$ cat src/rtl/fpu_arb_pkg.sv
// Shared definitions for the fpu_adder round-robin arbiter: state encoding and
// the 32-bit float constants used when the watchdog substitutes a result.
package fpu_arb_pkg;

    localparam int FP_W = 32;
    localparam logic [FP_W-1:0] FP_QNAN = 32'h7FC0_0000;

    typedef enum logic [1:0] {
        IDLE  = 2'd0,
        WAIT  = 2'd1,
        DRAIN = 2'd2
    } arb_state_e;

endpackage

$ cat src/rtl/fpu_adder_arbiter_rr_picker.sv
// Combinational round-robin pick: first set request bit searching upward from
// last+1 (mod N_REQ); returns a one-hot grant, its index and an any-request flag.
module rr_picker #(
    parameter int N_REQ = 4,
    parameter int IW    = $clog2(N_REQ)
) (
    input  logic [N_REQ-1:0] req,
    input  logic [IW-1:0]    last,
    output logic [N_REQ-1:0] gnt,
    output logic [IW-1:0]    idx,
    output logic             any
);

    always_comb begin
        idx = '0;
        any = 1'b0;
        // Scan the farthest candidate first so the nearest one after last wins.
        for (int off = N_REQ; off >= 1; off--) begin
            if (req[(int'(last) + off) % N_REQ]) begin
                any = 1'b1;
                idx = IW'((int'(last) + off) % N_REQ);
            end
        end
        gnt = any ? (N_REQ'(1) << idx) : '0;
    end

endmodule

$ cat src/rtl/fpu_adder_arbiter.sv
// Shares one fpu_adder between N_REQ requesters with round-robin grants, one
// operation in flight at a time, and a watchdog that substitutes a quiet NaN.
module fpu_adder_arbiter
    import fpu_arb_pkg::*;
#(
    parameter int N_REQ   = 4,
    parameter int TIMEOUT = 256
) (
    input  logic                  clk,
    input  logic                  rst,
    input  logic [N_REQ-1:0]      req_valid,
    input  logic [FP_W*N_REQ-1:0] req_a,
    input  logic [FP_W*N_REQ-1:0] req_b,
    output logic [N_REQ-1:0]      req_ready,
    output logic [N_REQ-1:0]      resp_valid,
    output logic [FP_W-1:0]       resp_z,
    output logic                  resp_err,
    output logic                  busy,
    output logic [FP_W-1:0]       adder_a,
    output logic [FP_W-1:0]       adder_b,
    output logic                  adder_a_stb,
    output logic                  adder_b_stb,
    input  logic [FP_W-1:0]       adder_z,
    input  logic                  adder_z_stb
);

    localparam int IW = $clog2(N_REQ);
    localparam int TW = $clog2(TIMEOUT);
    localparam logic [TW-1:0] T_LAST = TW'(TIMEOUT - 1);

    arb_state_e         state_q, state_d;
    logic [IW-1:0]      last_q, last_d;
    logic [IW-1:0]      gidx_q, gidx_d;
    logic [TW-1:0]      timer_q, timer_d;
    logic [FP_W-1:0]    opa_q, opa_d;
    logic [FP_W-1:0]    opb_q, opb_d;
    logic               stb_q, stb_d;
    logic [N_REQ-1:0]   req_ready_q, req_ready_d;
    logic [N_REQ-1:0]   resp_valid_q, resp_valid_d;
    logic [FP_W-1:0]    resp_z_q, resp_z_d;
    logic               resp_err_q, resp_err_d;
    logic               busy_q, busy_d;

    logic [N_REQ-1:0]   pick_gnt;
    logic [IW-1:0]      pick_idx;
    logic               pick_any;

    rr_picker #(.N_REQ(N_REQ), .IW(IW)) u_picker (
        .req  (req_valid),
        .last (last_q),
        .gnt  (pick_gnt),
        .idx  (pick_idx),
        .any  (pick_any)
    );

    always_comb begin
        state_d      = state_q;
        last_d       = last_q;
        gidx_d       = gidx_q;
        timer_d      = timer_q;
        opa_d        = opa_q;
        opb_d        = opb_q;
        stb_d        = stb_q;
        req_ready_d  = '0;
        resp_valid_d = '0;
        resp_z_d     = resp_z_q;
        resp_err_d   = resp_err_q;

        case (state_q)
            IDLE: begin
                if (pick_any) begin
                    opa_d       = req_a[int'(pick_idx)*FP_W +: FP_W];
                    opb_d       = req_b[int'(pick_idx)*FP_W +: FP_W];
                    stb_d       = 1'b1;
                    req_ready_d = pick_gnt;
                    last_d      = pick_idx;
                    gidx_d      = pick_idx;
                    timer_d     = '0;
                    state_d     = WAIT;
                end
            end
            WAIT: begin
                // A real result takes precedence over a coincident timeout.
                if (adder_z_stb) begin
                    resp_z_d     = adder_z;
                    resp_err_d   = 1'b0;
                    resp_valid_d = N_REQ'(1) << gidx_q;
                    stb_d        = 1'b0;
                    timer_d      = '0;
                    state_d      = DRAIN;
                end else if (timer_q == T_LAST) begin
                    resp_z_d     = FP_QNAN;
                    resp_err_d   = 1'b1;
                    resp_valid_d = N_REQ'(1) << gidx_q;
                    stb_d        = 1'b0;
                    timer_d      = '0;
                    state_d      = DRAIN;
                end else begin
                    timer_d = timer_q + 1'b1;
                end
            end
            DRAIN: begin
                // Wait for the adder to drop its strobe, but never forever.
                if (!adder_z_stb || (timer_q == T_LAST)) begin
                    state_d = IDLE;
                end else begin
                    timer_d = timer_q + 1'b1;
                end
            end
            default: begin
                state_d = IDLE;
                stb_d   = 1'b0;
            end
        endcase

        busy_d = (state_d != IDLE);
    end

    always_ff @(posedge clk) begin
        if (!rst) begin
            state_q      <= IDLE;
            last_q       <= IW'(N_REQ - 1);
            gidx_q       <= '0;
            timer_q      <= '0;
            opa_q        <= '0;
            opb_q        <= '0;
            stb_q        <= 1'b0;
            req_ready_q  <= '0;
            resp_valid_q <= '0;
            resp_z_q     <= '0;
            resp_err_q   <= 1'b0;
            busy_q       <= 1'b0;
        end else begin
            state_q      <= state_d;
            last_q       <= last_d;
            gidx_q       <= gidx_d;
            timer_q      <= timer_d;
            opa_q        <= opa_d;
            opb_q        <= opb_d;
            stb_q        <= stb_d;
            req_ready_q  <= req_ready_d;
            resp_valid_q <= resp_valid_d;
            resp_z_q     <= resp_z_d;
            resp_err_q   <= resp_err_d;
            busy_q       <= busy_d;
        end
    end

    assign req_ready   = req_ready_q;
    assign resp_valid  = resp_valid_q;
    assign resp_z      = resp_z_q;
    assign resp_err    = resp_err_q;
    assign busy        = busy_q;
    assign adder_a     = opa_q;
    assign adder_b     = opb_q;
    assign adder_a_stb = stb_q;
    assign adder_b_stb = stb_q;

endmodule
$ cat config.mk
export PLATFORM = sky130hd
export DESIGN_NAME = fpu_adder_arbiter
export DESIGN_NICKNAME = d
export VERILOG_FILES = /design/src/rtl/fpu_arb_pkg.sv /design/src/rtl/fpu_adder_arbiter_rr_picker.sv /design/src/rtl/fpu_adder_arbiter.sv
export SDC_FILE = /design/constraint.sdc
export NUM_CORES = 1
export LEC_CHECK = 0
export ABC_AREA = 1
export ABC_CLOCK_PERIOD_IN_PS = 1900
export BUFFER_PORTS_ARGS = -buffer_cell sky130_fd_sc_hd__buf_2
export CORE_AREA = 8 8 149 151
export DETAILED_ROUTE_END_ITERATION = 10
export DIE_AREA = 0 0 157 159
export PLACE_DENSITY_LB_ADDON = 0.2
export SETUP_SLACK_MARGIN = 0.15
export SKIP_CTS_REPAIR_TIMING = 1
export SLEW_MARGIN = 25
export SYNTH_ARGS = -nofsm -noshare
export SYNTH_HDL_FRONTEND = slang
export SYNTH_SLANG_ARGS = --single-unit
$ cat constraint.sdc
create_clock -name clk -period 1.9 [get_ports clk]
set_input_delay 0.095 -clock clk [delete_from_list [all_inputs] [get_ports clk]]
set_output_delay 0.095 -clock clk [all_outputs]
set_load 0.02 [all_outputs]
==> metrics.md <==
| Metric | Value |
|---|---|
| Gate Count Post-Synth | `1043` |
| Post-detail-place hpwl | `22800 um` |
| Skew final | `0.0102 ns` |
| Total die area | `0.0250 mm^2` |
| Synth Area in XOR/XNOR | `0` |
| H-tree Lvls | `4` |
| Post-Syn Nets | `1344` |
| Reg2Reg Launch Point | `last_q[0]` |
| Aggregate global routing overflow | `0` |
| Post-layout min period | `1.86 ns` |
| Total CTS buffers | `17` |
| R2r endpoint | `adder_b[2]` |
| RSZ-0062 raised after global routing | `true` |
| EDFF count, synth | `0` |
| Worst setup startpoint | `last_q[0]` |
| Clk Latency, worst-skew pair | `0.42 ns` |
| Sequential share of the synthesized area | `0.359` |
| DRC | `0` |
| Gpl congestion | `0.902` |
| Flop2flop setup slack | `0.04 ns` |
| Slew Viols, Final | `0` |
| Clock root buffer | `clkbuf_16` |
| Final hold vios | `0` |
| Fraction of registers with async set/reset | `0` |
| Compound-gate portion of the synthesized area | `0.139` |
| Worst IR Drop VDD | `1200 uV` |
| Kind of critical path | `reg2reg` |
| Adder-Cell Fraction of Synth Area | `0.0111` |
| Core Area | `0.0198 mm^2` |
| I/O pin total | `403` |
| Max-Cap Viols | `0` |
| Total Routing Usage GR | `0.228` |
| DP Cell Count | `1667` |
| Aggregate routed wire length | `34100 um` |
| Setup crit start kind | `register` |
| Simple-gate area share of the yosys netlist | `0.396` |
| Syn_area_per_cell | `6.46 um^2` |
| Combinational family with the most area after synthesis | `simple AND/OR/NAND/NOR gates` |
| Vias | `9184` |
| Synth warnings | `0` |
| Post-synthesis mux area share | `0` |
| Worst min path class | `in2reg` |
| First-pass GRT wire length | `44500 um` |
| Final period util | `0.981` |
| FF-to-FF path depth | `15` |
| Outcome | `completed` |
| Number of filler cells placed in the layout | `1891` |
| Vias in the first global route | `8064` |
| DIE HEIGHT | `159 um` |
| Pre-antenna DRT Iters | `6` |
| Setup-failing EPs final | `0` |
| CTS tree | `yes` |
| Initial Util | `0.340` |
| CTS max path bufs | `2` |
| Critical Path Fanout Max | `8` |
| Dominant synthesized flop cell | `dfxtp_1` |
| Chip width | `157 um` |
| Final #Nets | `1786` |
| Worst path arrival time | `2.21 ns` |
| Yosys reg bits | `121` |
| Slew @ Worst Pin | `0.642 ns` |
| Clock net sink count | `121` |
| Worst EP required | `2.25 ns` |
| Mapped Area | `0.00674 mm^2` |
| DRT iter0 DRCs | `707` |
| Leakage | `0.00576 uW` |
| CP endpoint | `adder_b[2]` |
| Vias/cell | `5.16` |
| Standard-cell row count | `52` |
| Largest net degree at the start of global routing | `62` |
| Max_slew headroom | `0.572` |
| Pwr Density | `2160 mW/mm^2` |
| Worst Setup End Kind | `register` |
| Layout area overhead | `69.0%` |
| Finished Layout Cells | `1779` |
| Layout cells sized above 1 | `0.419` |
| F_max | `537 MHz` |
| Antenna-violating nets left | `0` |
| Setup TNS | `0 ns` |
| Initial antenna violation count | `10` |
| Netlist cell types | `30` |
| WL/cell | `19.2 um` |
| Reg clk slew, reported paths | `0.06 ns` |
| I/O Buffers | `402` |
metrics by stage:
step	power [uW]	area, um^2	util	setup WS [ns]	hold WS, ns
finish	24600	11400	0.574	0.0361	0.0250
global route	26100	11400	0.574	-0.101	0.0301
CTS	20200	9760	0.492	-0.107	-0.101
detailed placement	16800	9160	0.462	-0.0821	0.354
global placement	16700	9160	0.462	-0.103	0.349
floorplan	12800	6740	-	0.213	0.244
flip-flops by register name, indices dropped and copies added, names as in the netlist:
name,flops
busy,1
resp_err,1
adder_b,32
adder_a_stb,1
last_q,2
req_ready,4
state_q,2
gidx_q,2
resp_z,32
resp_valid,4
timer_q,8
adder_a,32
cells by family (layout without fill, tap and decap cells):
group	after synthesis	count (layout)
buf+inv	125	578
compound gates	182	182
simple gates	609	611
flops	121	121
fa+ha+maj	6	6
other cells	0	11
per-layer routing:
| metal | vias to the layer above | part of all wire | GRT usage |
|---|---|---|---|
| met1 | 4238 | 0.38 | 0.263 |
| met3 | 65 | 0.079 | 0.0665 |
| met2 | 447 | 0.51 | 0.385 |
| li1 | 4432 | - | - |
| met5 | - | 0.00029 | 0 |
| met4 | 2 | 0.029 | 0.0935 |
critical path: stages, from the launching register on:
cell       delay, ns
dfxtp_4         0.40
inv_6           0.06
nand2_2         0.07
nand2_2         0.07
nand2_2         0.08
nand2_2         0.07
inv_2           0.08
nand3_4         0.12
buf_12          0.17
nand2_8         0.11
buf_12          0.11
clkbuf_16       0.15
nand2_2         0.05
nand3_2         0.05
nand2_1         0.05
a21oi_1         0.14
cells in the mapped netlist (2+ instances only):
cell | instances | area, um^2
buf_4 | 6 | 45.0
nand4_1 | 2 | 12.5
clkbuf_1 | 33 | 124
nor3_1 | 4 | 20.0
nand2_2 | 6 | 37.5
inv_1 | 30 | 113
nand3_1 | 265 | 1330
nand2_1 | 291 | 1090
inv_2 | 4 | 15.0
ha_1 | 6 | 75.1
o211ai_1 | 2 | 15.0
o21bai_1 | 3 | 22.5
nor4_1 | 3 | 18.8
buf_6 | 13 | 146
a21oi_1 | 97 | 485
buf_2 | 37 | 185
dfxtp_1 | 121 | 2420
nor2_1 | 33 | 124
o22ai_1 | 9 | 56.3
o21ai_0 | 68 | 340
cells in the final DEF (no fill, tap or decap), types with 4 or more instances in the layout:
master,n
ha_1,5
o21ai_1,6
dlygate4sd3_1,32
nand3_1,235
buf_2,402
a21oi_2,16
diode_2,11
buf_4,16
o22ai_1,9
clkbuf_16,33
nand3_2,27
nand2_2,29
a21oi_1,81
buf_8,9
dfxtp_1,117
inv_6,6
nand2_1,257
nand3_4,4
o21ai_0,60
buf_12,21
buf_6,12
dfxtp_4,4
nand2_4,10
inv_1,27
nor2_1,29
nor2_4,4
how the worst min path moves through the flow:
stage	start	to	slack, ns	cells past startpoint
after detailed placement	adder_z[0]	resp_z[0]	0.35	3
final	req_b[114]	adder_b[18]	0.03	5
after global placement	adder_z[13]	resp_z[13]	0.35	3
after global routing	req_b[50]	adder_b[18]	0.03	5
after CTS	adder_z[0]	resp_z[0]	-0.10	3
after floorplan	adder_z[0]	resp_z[0]	0.24	2
layout make-up:
cell class | instances | area [um^2] | share of cell area
multi-input combinational | 799 | 4210 | 0.369
timing repair buffer | 511 | 3630 | 0.318
sequential | 121 | 2440 | 0.214
clock buffer | 18 | 439 | 0.0386
tap | 270 | 338 | 0.0297
clock inverter | 14 | 161 | 0.0142
inverter | 35 | 155 | 0.0136
antenna | 11 | 27.5 | 0.00242
where the power goes:
group | total (uW) | switching, uW | internal [uW]
sequential | 3870 | 468 | 3400
combinational | 17400 | 10200 | 7220
clock | 3330 | 1330 | 2000
total | 24600 | 12000 | 12600
(Power assumes the default switching activity.)
